## config.mk

```make
export PLATFORM = sky130hd
export DESIGN_NAME = lsu_mem_ctrl
export DESIGN_NICKNAME = d
export VERILOG_FILES = /design/src/rtl/lsu_pkg.sv /design/src/rtl/lsu_align.sv /design/src/rtl/lsu_mem_ctrl.sv
export SDC_FILE = /design/constraint.sdc
export NUM_CORES = 1
export LEC_CHECK = 0
export CORE_MARGIN = 5
export CORE_UTILIZATION = 48
export DETAILED_ROUTE_END_ITERATION = 8
export PLACE_DENSITY = 0.95
export SYNTH_ARGS = -nofsm -noshare
export SYNTH_HDL_FRONTEND = slang
export SYNTH_SLANG_ARGS = --single-unit
```

## constraint.sdc

```tcl
create_clock -name clk -period 3.9 [get_ports clk]
set_clock_uncertainty 0.1 [all_clocks]
set_input_delay 0.975 -clock clk [delete_from_list [all_inputs] [get_ports clk]]
set_output_delay 0.975 -clock clk [all_outputs]
set_load 0.02 [all_outputs]
```

## src/rtl/lsu_pkg.sv

```systemverilog
// Shared types, funct3 encodings and request decode helpers for the load/store unit.
package lsu_pkg;

   typedef enum logic [1:0] {IDLE, ACCESS, DONE} lsu_state_e;

   typedef enum logic [1:0] {
      ERR_NONE     = 2'd0,
      ERR_MISALIGN = 2'd1,
      ERR_ILLEGAL  = 2'd2,
      ERR_TIMEOUT  = 2'd3
   } lsu_err_e;

   localparam logic [2:0] F3_LB  = 3'd0;
   localparam logic [2:0] F3_LH  = 3'd1;
   localparam logic [2:0] F3_LW  = 3'd2;
   localparam logic [2:0] F3_LBU = 3'd4;
   localparam logic [2:0] F3_LHU = 3'd5;
   localparam logic [2:0] F3_SB  = 3'd0;
   localparam logic [2:0] F3_SH  = 3'd1;
   localparam logic [2:0] F3_SW  = 3'd2;

   function automatic logic is_illegal(input logic load, input logic store, input logic [2:0] f3);
      if (load == store) return 1'b1;
      if (load) return (f3 == 3'd3) || (f3 == 3'd6) || (f3 == 3'd7);
      return f3 >= 3'd3;
   endfunction

   // Only meaningful for legal requests; halfword encodings share f3[1:0]==1 for load and store.
   function automatic logic is_misaligned(input logic [2:0] f3, input logic [1:0] addr_lo);
      if (f3[1:0] == 2'd1) return addr_lo[0];
      if (f3 == 3'd2) return addr_lo != 2'd0;
      return 1'b0;
   endfunction

endpackage

```

## src/rtl/lsu_align.sv

```systemverilog
// Combinational lane steering: store byte enables and replicated store data,
// plus load lane extraction with sign/zero extension.
module lsu_align
   import lsu_pkg::*;
(
   input  logic        store,
   input  logic [2:0]  funct3,
   input  logic [1:0]  addr_lo,
   input  logic [31:0] wdata,
   input  logic [31:0] rdata,
   output logic [3:0]  be,
   output logic [31:0] wdata_al,
   output logic [31:0] rdata_ext
);

   logic [31:0] shifted;
   logic [7:0]  lane_b;
   logic [15:0] lane_h;

   assign shifted = rdata >> {addr_lo, 3'b000};
   assign lane_b  = shifted[7:0];
   assign lane_h  = addr_lo[1] ? rdata[31:16] : rdata[15:0];

   always_comb begin
      be       = 4'b1111;
      wdata_al = wdata;
      if (store) begin
         case (funct3)
            F3_SB: begin
               be       = 4'b0001 << addr_lo;
               wdata_al = {4{wdata[7:0]}};
            end
            F3_SH: begin
               be       = 4'b0011 << {addr_lo[1], 1'b0};
               wdata_al = {2{wdata[15:0]}};
            end
            default: begin
               be       = 4'b1111;
               wdata_al = wdata;
            end
         endcase
      end
   end

   always_comb begin
      rdata_ext = '0;
      case (funct3)
         F3_LB:   rdata_ext = {{24{lane_b[7]}}, lane_b};
         F3_LH:   rdata_ext = {{16{lane_h[15]}}, lane_h};
         F3_LW:   rdata_ext = rdata;
         F3_LBU:  rdata_ext = {24'd0, lane_b};
         F3_LHU:  rdata_ext = {16'd0, lane_h};
         default: rdata_ext = '0;
      endcase
   end

endmodule

```

## src/rtl/lsu_mem_ctrl.sv

```systemverilog
// Single-outstanding RV32I load/store controller in front of the data RAM, with handshake timeout.
// Define LSU_MISALIGN_CHECK_EN to reject misaligned halfword/word accesses without touching the RAM.
module lsu_mem_ctrl
   import lsu_pkg::*;
#(
   parameter int AddressSize   = 32,
   parameter int WordSize      = 32,
   parameter int TimeoutCycles = 16
) (
   input  logic                   clk,
   input  logic                   rst,
   input  logic                   req_valid_i,
   output logic                   req_ready_o,
   input  logic                   req_load_i,
   input  logic                   req_store_i,
   input  logic [2:0]             req_funct3_i,
   input  logic [AddressSize-1:0] req_addr_i,
   input  logic [WordSize-1:0]    req_wdata_i,
   output logic                   rsp_valid_o,
   input  logic                   rsp_ready_i,
   output logic [WordSize-1:0]    rsp_rdata_o,
   output logic                   rsp_err_o,
   output logic [1:0]             rsp_err_code_o,
   output logic [AddressSize-1:0] mem_addr_o,
   output logic [WordSize-1:0]    mem_wdata_o,
   output logic                   mem_re_o,
   output logic                   mem_we_o,
   output logic [3:0]             mem_be_o,
   input  logic [WordSize-1:0]    mem_rdata_i,
   input  logic                   mem_read_valid_i,
   input  logic                   mem_write_ready_i
);

   localparam int CntW = (TimeoutCycles > 2) ? $clog2(TimeoutCycles) : 1;
   localparam logic [CntW-1:0] CntMax = CntW'(TimeoutCycles - 1);

   lsu_state_e state, state_next;

   logic                   load_q, store_q;
   logic [2:0]             funct3_q;
   logic [AddressSize-1:0] addr_q;
   logic [WordSize-1:0]    wdata_q;
   logic [CntW-1:0]        cnt_q;
   logic [WordSize-1:0]    rsp_rdata_q;
   lsu_err_e               rsp_code_q;

   logic       req_illegal, req_misal, acc_done, timed_out;
   lsu_err_e   req_code;
   logic [3:0]          be_al;
   logic [WordSize-1:0] wdata_al, rdata_ext;

   assign req_illegal = is_illegal(req_load_i, req_store_i, req_funct3_i);
`ifdef LSU_MISALIGN_CHECK_EN
   assign req_misal = is_misaligned(req_funct3_i, req_addr_i[1:0]);
`else
   assign req_misal = 1'b0;
`endif
   assign req_code  = req_illegal ? ERR_ILLEGAL : (req_misal ? ERR_MISALIGN : ERR_NONE);
   assign acc_done  = (load_q && mem_read_valid_i) || (store_q && mem_write_ready_i);
   assign timed_out = (cnt_q == CntMax);

   lsu_align u_align (
      .store     (store_q),
      .funct3    (funct3_q),
      .addr_lo   (addr_q[1:0]),
      .wdata     (wdata_q),
      .rdata     (mem_rdata_i),
      .be        (be_al),
      .wdata_al  (wdata_al),
      .rdata_ext (rdata_ext)
   );

   always_ff @(posedge clk) begin
      if (rst) state <= IDLE;
      else     state <= state_next;
   end

   always_comb begin
      state_next = state;
      case (state)
         IDLE:    if (req_valid_i) state_next = (req_code != ERR_NONE) ? DONE : ACCESS;
         ACCESS:  if (acc_done || timed_out) state_next = DONE;
         DONE:    if (rsp_ready_i) state_next = IDLE;
         default: state_next = IDLE;
      endcase
   end

   always_ff @(posedge clk) begin
      if (rst) begin
         load_q      <= 1'b0;
         store_q     <= 1'b0;
         funct3_q    <= '0;
         addr_q      <= '0;
         wdata_q     <= '0;
         cnt_q       <= '0;
         rsp_rdata_q <= '0;
         rsp_code_q  <= ERR_NONE;
      end else begin
         case (state)
            IDLE: if (req_valid_i) begin
               load_q      <= req_load_i;
               store_q     <= req_store_i;
               funct3_q    <= req_funct3_i;
               addr_q      <= req_addr_i;
               wdata_q     <= req_wdata_i;
               cnt_q       <= '0;
               rsp_rdata_q <= '0;
               rsp_code_q  <= req_code;
            end
            ACCESS: begin
               if (load_q && mem_read_valid_i) begin
                  rsp_rdata_q <= rdata_ext;
               end else if (!acc_done) begin
                  if (timed_out) rsp_code_q <= ERR_TIMEOUT;
                  else           cnt_q      <= cnt_q + 1'b1;
               end
            end
            default: ;
         endcase
      end
   end

   // Everything is gated by rst so a write in flight is squashed in the cycle reset is seen.
   always_comb begin
      req_ready_o    = !rst && (state == IDLE);
      rsp_valid_o    = !rst && (state == DONE);
      rsp_rdata_o    = rst ? '0 : rsp_rdata_q;
      rsp_err_code_o = rst ? 2'd0 : rsp_code_q;
      rsp_err_o      = !rst && (rsp_code_q != ERR_NONE);
      mem_addr_o     = '0;
      mem_wdata_o    = '0;
      mem_be_o       = '0;
      mem_re_o       = 1'b0;
      mem_we_o       = 1'b0;
      if (!rst && state == ACCESS) begin
         mem_addr_o  = {addr_q[AddressSize-1:2], 2'b00};
         mem_wdata_o = wdata_al;
         mem_be_o    = be_al;
         mem_re_o    = load_q;
         mem_we_o    = store_q;
      end
   end

endmodule

```

==> summary.md, run 1 <==
| Metric | Value |
|---|---|
| Num CTS Buffers | `9` |
| Seq cells post-synth | `between 100 and 150` |
| Cell count after synthesis | `724` |
| Power Dens Cells | `between 300 and 400 mW/mm²` |
| Initial core utilization | `between 40% and 50%` |
| Sw Pwr | `0.7494 mW` |
| Post-synth EDFFs | `0` |
| Hold_buf cts | `0` |
| Final min period | `around 3.7 ns` |
| Iter 0 DRT Violations | `approximately 600` |
| Mapped cell area | `0.005473 mm²` |
| Vias | `roughly 5.7k` |
| GR Overflow Total | `0` |
| Clock share of power | `between 30% and 40%` |
| Post-synth cell types | `51` |
| Min-delay worst type | `reg2reg` |
| Remaining routing DRC violations | `0` |
| Reg area | `between 0.002 and 0.0025 mm²` |
| Die ar. | `between 0.01 and 0.015 mm²` |
| Cell area after layout | `0.007978 mm²` |
| Max-slew violations | `0` |
| Total Routing Usage GR | `between 20% and 30%` |
| Layout cells sized above 1 | `about 5.4%` |
| Setup TNS Final | `0 ns` |
| First-pass GRT wire length | `26.74 mm` |
| Fin. Hold Viols | `0` |
| Gpl congestion | `0.9275` |
| Layout Cells excl Fill | `1,045` |
| Die X | `116.8 µm` |
| Placed cell areas | `around 0.0076 mm²` |
| Root Driver | `clkbuf_16` |
| Switching fraction of total power | `between 20% and 30%` |
| Synthesis-to-finish area growth | `45.77%` |
| Die Ht | `116.8 µm` |
| Post-CTS Setup Inserts | `0` |
| Status | `finished, final reports clean` |
| RSZ-0062 raised after global routing | `no` |
| Cells along the critical path | `or3b_1, nor2_1, nand2_1, a21oi_1, clkdlybuf4s50_1` |
| Drt total wl | `between 15 and 20 mm` |
| Clock latency at the later pin of the worst-skew pair | `~0.33 ns` |
| Register area share after synthesis | `39.87%` |
| Initial antenna violation count | `0` |
| Htree depth | `3` |
| Slew @ Worst Pin | `between 1 and 1.5 ns` |
| Worst-path clk slew | `0.07 ns` |
| Ant. Diodes | `0` |
| Vias/cell | `around 5.5` |
| Mean Syn Cell Area | `~7.6 µm²` |
| Ys Warns | `0` |
| Layout net count | `1,005` |
| Critical path's slowest cell | `clkdlybuf4s50_1` |
| Core area | `between 0.01 and 0.015 mm²` |
| Max Fclk | `between 200 and 300 MHz` |
| Fin Hold WS | `about 0.35 ns` |
| Comb pwr share | `a little under a fifth` |
| Drt pass-1 iters | `6` |
| Port Buffers | `between 200 and 250` |
| Vias in the first global route | `about 5.4k` |
| Site Rows | `39` |
| CTS tree | `done` |
| Max stage delay on crit path | `~0.62 ns` |
| Crit Path Category | `reg2out` |
| Bufs and invs on worst path | `1` |
| WP data arrival | `2.62 ns` |
| Sequential share of power | `44.4%` |
| Placed cell count | `1,029` |
| Worst-path fanout max | `8` |
| Antenna viol nets, final | `0` |
| Largest net degree at the start of global routing | `70` |
| Multi-input gate area | `approximately 0.003 mm²` |
| Data required, critical path | `~2.8 ns` |
| Crit. End Element | `output port` |
| Fillers | `870` |
| Wire length per cell | `around 17 µm` |
| Maximum vdd drop | `0.2521 mV` |
| CP startpoint kind | `flop` |
| Max_slew headroom | `about 29%` |
| Hpwl dp | `12.43 mm` |
| Io pins | `about 210` |
| Setup Viol. Count Final | `0` |
| Internal | `a little under 2 mW` |
| Clk buf depth | `2` |
| Leakage | `2.845 nW` |
| Asr flop ratio synth | `0%` |
| Most common flop cell mapped by yosys | `dfxtp_1` |
| Post_cts resized | `0` |
| CP top delay family | `simple AND/OR/NAND/NOR gates` |
| Final period util | `roughly 95%` |
| TritonCTS Sinks | `between 100 and 150` |
| Number of max-cap violations | `0` |
routing by layer:
layer  GRT usage, %  up-vias  wire length [µm]
li1               -     2787                 -
met1          30.00     2655              6802
met2          41.30      279              8396
met3          7.455       28              1886
met4          7.798        0               346
met5              0        -                 0
cell usage after synthesis, types with 2 or more instances:
library cell,instances,area [µm²]
a2111oi_0,2,17.52
a211oi_1,9,67.56
a21o_1,3,22.52
a21oi_1,93,465.5
a221oi_2,7,105.1
a22oi_1,16,120.1
a31oi_1,8,50.05
a32oi_1,6,52.55
and2_1,40,250.2
buf_2,23,115.1
buf_4,2,15.01
buf_6,2,22.52
clkbuf_1,36,135.1
dfxtp_1,109,2182
inv_1,2,7.510
mux2i_1,18,180.2
nand2_1,200,750.7
nand2b_1,6,37.54
nand3_1,5,25.02
nor2_1,27,101.4
nor2_2,2,12.51
nor2b_1,35,219.0
nor3b_1,2,15.01
nor3b_2,2,25.02
o211ai_1,3,22.52
o21a_1,4,30.03
o21ai_0,4,20.02
o21ai_1,26,130.1
o31ai_1,6,45.04
or2_1,3,18.77
or3_1,2,12.51
or3b_1,2,17.52
power groups by stage:
stage | Combinational, mW | Clock (mW) | Sequential [mW]
detailed placement | 0.508 | 0 | 1.24
finish | 0.513 | 1.01 | 1.21
floorplan | 0.310 | 0 | 1.22
CTS | 0.510 | 1.03 | 1.21
global route | 0.558 | 1.07 | 1.22
global placement | 0.500 | 0 | 1.24
through the flow:
step,power (mW),util [%],worst slack (ns)
after floorplan,1.530,-,0.8412
after global placement,1.737,67.53,0.3902
after detailed placement,1.748,67.53,0.3411
after CTS,2.754,70.47,0.1906
after global routing,2.854,70.47,0.01933
final,2.737,70.47,0.2010
worst paths after layout:
check / start / end / slack, ns / cells after the start
setup reg to reg: state[0] / rsp_rdata_q[20] / 1.36 / 5
hold / removal: addr_q[2] / addr_q[2] / 0.35 / 2
setup / recovery: funct3_q[2] / mem_wdata_o[13] / 0.20 / 5
hold reg to reg: addr_q[2] / addr_q[2] / 0.35 / 2
final cells by class:
class / instances / share of cell area [%]
multi-input cells: 550 / 37.75
repair buffers: 225 / 28.39
flip-flops and latches: 109 / 27.35
clock buffers: 10 / 2.996
well taps: 143 / 2.243
clock inverters: 6 / 1.176
inverters: 2 / 0.09410
worst reg2reg max path: cells and delay by family (launching register included):
kind	cells	cell delay, ns
simple gates	2	0.96
flops	1	0.56
buf+inv	2	0.69
compound gates	1	0.16
cells in the final DEF, fill, tap and decap left out, types with 2 or more instances in the layout:
cell type / n
a22oi_1: 16
nand2_1: 200
a2111oi_0: 2
o31ai_1: 6
o21ai_0: 4
nand3_1: 5
nand2b_1: 6
nor2_1: 27
conb_1: 2
a211oi_1: 9
o21a_1: 4
inv_6: 2
or3b_1: 2
a32oi_1: 6
or2_1: 2
buf_12: 4
dfxtp_1: 109
a31oi_1: 8
o211ai_1: 3
clkdlybuf4s50_1: 210
buf_4: 11
nor2b_1: 35
inv_1: 2
and2_1: 40
a221oi_2: 7
nor3b_2: 2
bufinv_16: 2
o21ai_1: 26
a21o_1: 3
or3_1: 2
mux2i_1: 18
clkbuf_16: 9
a21oi_1: 93
sequential cells by signal, indices dropped and copies added, names as in the netlist:
name and cells:
addr_q 32, cnt_q 4, funct3_q 3, load_q 1, rsp_code_q 2, rsp_rdata_q 32, state 2, store_q 1
wdata_q 32
logic make-up after synthesis:
kind of cell             after synthesis  synth area share (%)
adder cells (fa/ha/maj)                1                0.2286
buffers and inverters                 66                 5.464
AO/OA/AOI/OAI                        193                 22.13
XOR/XNOR                               1                0.1601
other                                  1               0.06852
AND/OR/NAND/NOR                      332                 27.92
multiplexers                          21                 4.161
flip-flops                           109                 39.87
Power figures use the tool's default switching activity.
==> inputs of run 2 (changes only) <==
--- a/config.mk
+++ b/config.mk
@@ -5,8 +5,9 @@
 export SDC_FILE = /design/constraint.sdc
 export NUM_CORES = 1
 export LEC_CHECK = 0
-export CORE_MARGIN = 5
+export CORE_MARGIN = 4
 export CORE_UTILIZATION = 48
+export CTS_BUF_LIST = sky130_fd_sc_hd__clkbuf_8
 export DETAILED_ROUTE_END_ITERATION = 8
 export PLACE_DENSITY = 0.95
 export SYNTH_ARGS = -nofsm -noshare
==> summary.md, run 2 (same netlist as run 1, synthesis figures left out) <==
| Metric | Value |
|---|---|
| Status | `finished, final reports clean` |
| Max Fclk | `278.7 MHz` |
| Final min period | `3.588 ns` |
| Multi-input gate area | `about 0.0030 mm²` |
| Maximum vdd drop | `between 0.15 and 0.2 mV` |
| Clock latency at the later pin of the worst-skew pair | `between 0.3 and 0.4 ns` |
| Commonest non-fill, non-tap cell in the layout | `clkdlybuf4s50_1` |
| Max_slew headroom | `29.07%` |
| Reg area | `0.002182 mm²` |
| Switching fraction of total power | `approximately 29%` |
| Crit Path Category | `reg2out` |
| Placed cell count | `1,027` |
| Worst-path fanout max | `9` |
| Vias/cell | `around 5.6` |
| Vias | `5,807` |
| Max stage delay on crit path | `approximately 0.65 ns` |
| Reg2reg path depth | `5` |
| Die Ht | `~110 µm` |
| Layout cells sized above 1 | `under 10%` |
| First-pass GRT wire length | `between 20 and 30 mm` |
| CP startpoint kind | `flop` |
| Bufs and invs on worst path | `2` |
| Setup Viol. Count Final | `0` |
| Fin Hold WS | `0.3557 ns` |
| Design Power | `approximately 2.4 mW` |
| Clock share of power | `approximately 28%` |
| Cell area after layout | `a little under 0.008 mm²` |
| Critical path's slowest cell | `clkdlybuf4s50_1` |
| Total Routing Usage GR | `around a quarter` |
| Layout net count | `1,006` |
| Num CTS Buffers | `9` |
| Number of max-cap violations | `0` |
| Crit path from | `store_q` |
| Ant. Diodes | `0` |
| Reg2Reg Launch Point | `state[0]` |
| Wire length per cell | `around 17 µm` |
| Drt total wl | `approximately 18 mm` |
| Cells along the critical path | `nor3b_4, buf_4, nor2_1, a211oi_1, clkdlybuf4s50_1` |
| TritonCTS Sinks | `between 100 and 150` |
| GR Overflow Total | `0` |
| Io pins | `roughly 210` |
| Comb pwr share | `21.2%` |
| CP top delay family | `buffers and inverters` |
| Min-delay worst type | `reg2reg` |
| Root Driver | `clkbuf_8` |
| Site Rows | `38` |
| Crit path to | `mem_wdata_o[24]` |
| Clk buf depth | `2` |
| Internal | `roughly 1.7 mW` |
| Fin. Hold Viols | `0` |
| Die ar. | `between 0.01 and 0.015 mm²` |
| Iter 0 DRT Violations | `about 570` |
| Data required, critical path | `between 2 and 3 ns` |
| R2r setup slk | `1.26 ns` |
| Htree depth | `3` |
| Crit. End Element | `output port` |
| HP Start | `addr_q[6]` |
| Fillers | `approximately 850` |
| Vias in the first global route | `5,714` |
| Layout Cells excl Fill | `approximately 1.0k` |
| Gpl congestion | `between 0.9 and 1` |
| Most frequent cells in the layout | `clkdlybuf4s50_1, nand2_1, dfxtp_1` |
| Sequential share of power | `between 50% and 60%` |
| Die X | `between 100 and 150 µm` |
| Reg2reg end | `rsp_rdata_q[21]` |
| Slew @ Worst Pin | `approximately 1.1 ns` |
| CTS tree | `done` |
| WP data arrival | `between 2 and 3 ns` |
| Placed cell areas | `about 0.0076 mm²` |
| Layout Utilization | `a little under three quarters` |
| RSZ-0062 raised after global routing | `no` |
| Leakage | `approximately 2.8 nW` |
| Synthesis-to-finish area growth | `43.16%` |
| Final Worst Setup Slack | `0.3124 ns` |
| Sw Pwr | `slightly above 0.7 mW` |
| Port Buffers | `around 210` |
| Power Dens Cells | `approximately 310 mW/mm²` |
| DP Worst Slack | `about 0.38 ns` |
| Max-slew violations | `0` |
| Core area | `between 0.01 and 0.015 mm²` |
| Initial antenna violation count | `0` |
| Setup TNS Final | `0 ns` |
| Leading registers by flop count | `addr_q: 32 flops, rsp_rdata_q: 32 flops, wdata_q: 32 flops` |
| Remaining routing DRC violations | `0` |
| Stages on the worst setup path | `5` |
| Worst-path clk slew | `0.10 ns` |
| Largest net degree at the start of global routing | `73` |
| Antenna viol nets, final | `0` |
| Initial core utilization | `between 40% and 50%` |
| Drt pass-1 iters | `5` |
| Final period util | `around 92%` |
| Hpwl dp | `12.50 mm` |
-- run 2: cell types whose count changed in the layout (fill, tap and decap cells not counted), sizes merged --
cell / change
clkinvlp: -1
clkinv: +2
bufinv: -1
buf: +1
inv: -1
-- run 2: power groups by stage --
stage / sequential (mW) / combinational [mW] / clock (mW)
after floorplan: 1.22 / 0.310 / 0
after global placement: 1.24 / 0.501 / 0
after detailed placement: 1.24 / 0.510 / 0
after CTS: 1.22 / 0.512 / 0.706
after global routing: 1.23 / 0.559 / 0.744
final: 1.22 / 0.514 / 0.692
-- run 2: what timing repair did --
item | 4_1_cts | 5_1_grt
buffers inserted | 0 | 0
hold buffers | 0 | 0
resized for setup | 0 | 1
setup endpoints to repair | 0 | 1
-- run 2: area by class of cell --
| cell class | count | area share (%) |
|---|---|---|
| clock inverters | 5 | 0.6707 |
| flip-flops and latches | 109 | 27.85 |
| repair buffers | 226 | 28.84 |
| clock buffers | 10 | 1.757 |
| well taps | 140 | 2.236 |
| inverters | 2 | 0.09582 |
| multi-input cells | 550 | 38.55 |
-- run 2: how the worst min path moves through the flow --
stage	endpoint	depth (start not counted)
floorplan	addr_q[10]	2
global placement	addr_q[19]	2
detailed placement	addr_q[18]	2
CTS	addr_q[6]	2
global route	addr_q[25]	2
finish	addr_q[6]	2
-- run 2: metal layers --
layer | part of all wire (%) | track usage, % | vias up
met5 | 0 | 0 | -
met4 | 2.8 | 10.41 | 0
met3 | 9.8 | 6.000 | 41
met2 | 48 | 44.51 | 300
met1 | 39 | 30.99 | 2686
li1 | - | - | 2780
-- run 2: tightest hold or removal path, delay by kind of cell, from the launching register on --
kind	cells	cell delay (ns)
and+or+nand+nor	1	0.05
DFF	1	0.32
AOI/OAI and AO/OA	1	0.05
==> inputs of run 3 (changes only) <==
--- a/config.mk
+++ b/config.mk
@@ -5,10 +5,10 @@
 export SDC_FILE = /design/constraint.sdc
 export NUM_CORES = 1
 export LEC_CHECK = 0
-export CORE_MARGIN = 4
-export CORE_UTILIZATION = 48
+export CORE_UTILIZATION = 49
 export CTS_BUF_LIST = sky130_fd_sc_hd__clkbuf_8
 export DETAILED_ROUTE_END_ITERATION = 8
+export GPL_TIMING_DRIVEN = 0
 export PLACE_DENSITY = 0.95
 export SYNTH_ARGS = -nofsm -noshare
 export SYNTH_HDL_FRONTEND = slang
==> summary.md, run 3 (same netlist as run 1, synthesis figures left out) <==
| Metric | Value |
|---|---|
| Leading registers by flop count | `addr_q: 32 flops, rsp_rdata_q: 32 flops, wdata_q: 32 flops` |
| Clk buf depth | `2` |
| Final period util | `99.08%` |
| Crit Path Category | `in2out` |
| Status | `finished, final reports clean` |
| Fin. Hold Viols | `0` |
| Final Worst Setup Slack | `approximately 0.036 ns` |
| Vias | `just under 6k` |
| Num CTS Buffers | `9` |
| Design Power | `about 2.4 mW` |
| Die ar. | `approximately 0.012 mm²` |
| Maximum vdd drop | `0.2274 mV` |
| Ant. Diodes | `0` |
| Wire length per cell | `about 16 µm` |
| Die Ht | `about 110 µm` |
| HP Start | `addr_q[23]` |
| Vias in the first global route | `5,784` |
| Iter 0 DRT Violations | `between 300 and 400` |
| Placed cell areas | `0.007764 mm²` |
| Initial core utilization | `between 50% and 60%` |
| Most frequent cells in the layout | `nand2_1, clkdlybuf4s50_1, dfxtp_1` |
| DP Worst Slack | `-0.5619 ns` |
| Remaining routing DRC violations | `0` |
| First-pass GRT wire length | `27.72 mm` |
| Power Dens Cells | `about 300 mW/mm²` |
| Htree depth | `3` |
| Max Fclk | `258.8 MHz` |
| Hold_buf cts | `0` |
| Worst-path clk slew | `approximately 0.10 ns` |
| Placed cell count | `about 1.1k` |
| Worst-path fanout max | `10` |
| Core area | `around 0.011 mm²` |
| Largest net degree at the start of global routing | `18` |
| WP data arrival | `approximately 2.8 ns` |
| Crit. End Element | `output port` |
| Setup Viol. Count Final | `0` |
| Vias/cell | `about 5.4` |
| Layout cells sized above 1 | `7.870%` |
| R2r setup slk | `around 1.9 ns` |
| Final min period | `slightly below 4 ns` |
| Initial antenna violation count | `0` |
| Commonest non-fill, non-tap cell in the layout | `nand2_1` |
| Layout net count | `1,057` |
| Max-slew violations | `0` |
| Drt pass-1 iters | `7` |
| Die X | `around 110 µm` |
| Max_slew headroom | `between 50% and 60%` |
| RSZ-0062 raised after global routing | `yes` |
| Fillers | `between 800 and 900` |
| Number of max-cap violations | `0` |
| Min-delay worst type | `reg2reg` |
| Reg2Reg Launch Point | `state[0]` |
| Crit path from | `rst` |
| Hpwl dp | `13.41 mm` |
| Total Routing Usage GR | `between 30% and 40%` |
| GR Overflow Total | `0` |
| CTS tree | `done` |
| Root Driver | `clkbuf_8` |
| Port Buffers | `211` |
| Data required, critical path | `around 2.8 ns` |
| Gpl congestion | `0.9253` |
| TritonCTS Sinks | `approximately 110` |
| Drt total wl | `between 15 and 20 mm` |
| Antenna viol nets, final | `0` |
| Slew @ Worst Pin | `between 0.6 and 0.7 ns` |
| Clock latency at the later pin of the worst-skew pair | `around 0.36 ns` |
| Layout Cells excl Fill | `between 1k and 1.5k` |
| Site Rows | `38` |
| Cell area after layout | `0.007938 mm²` |
| Io pins | `~210` |
| Synthesis-to-finish area growth | `45.04%` |
| CP startpoint kind | `input port` |
| Leakage | `between 3 and 4 nW` |
==> run 3: routing by layer <==
metal  track usage (%)  vias up  routed length [µm]
met3             6.659       35                1358
met5                 0        -                   0
li1                  -     2893                   -
met2             53.94      257                8773
met4             11.74        0                 406
met1             36.12     2769                7155
==> run 3: path summary, 6_finish.rpt <==
| path | end | cells after the start |
|---|---|---|
| hold reg to reg | addr_q[23] | 2 |
| setup reg to reg | wdata_q[31] | 6 |
| hold / removal | addr_q[23] | 2 |
| setup / recovery | mem_addr_o[17] | 5 |
==> run 3: cell type report <==
type	instances	area (µm²)	share of cell area, %
Buffer	64	301.5	3.799
Clock buffer	9	123.9	1.561
Clock inverter	6	42.54	0.5359
Inverter	2	7.507	0.09458
Multi-Input combinational cell	550	3025	38.11
Sequential cell	109	2182	27.49
Tap cell	140	175.2	2.207
Timing Repair Buffer	213	2079	26.20
==> run 3: what timing repair did <==
action / 4_1_cts / 5_1_grt
resized for setup: 36 / 28
endpoints found under the setup margin: 75 / 54
pin swaps: 1 / 0
buffers inserted: 2 / 0
==> run 3: through the flow <==
stage	TNS (ns)	hold WS [ns]	utilization, %
finish	0	0.3543	73.22
detailed placement	-23.36	0.3418	71.62
global placement	-21.89	0.3366	71.62
global route	-0.9170	0.3783	73.22
floorplan	0	0.3317	-
CTS	0	0.3564	73.26
==> run 3: where the power goes <==
group	switching, mW	internal [mW]
registers	0.0408	1.17
clock network	0.389	0.231
logic	0.301	0.240
total	0.730	1.64
==> run 3: critical path: stages <==
cell             delay (ns)
dlygate4sd2_1          0.32
nor3b_4                0.33
clkbuf_1               0.34
and2_1                 0.19
clkdlybuf4s50_1        0.63
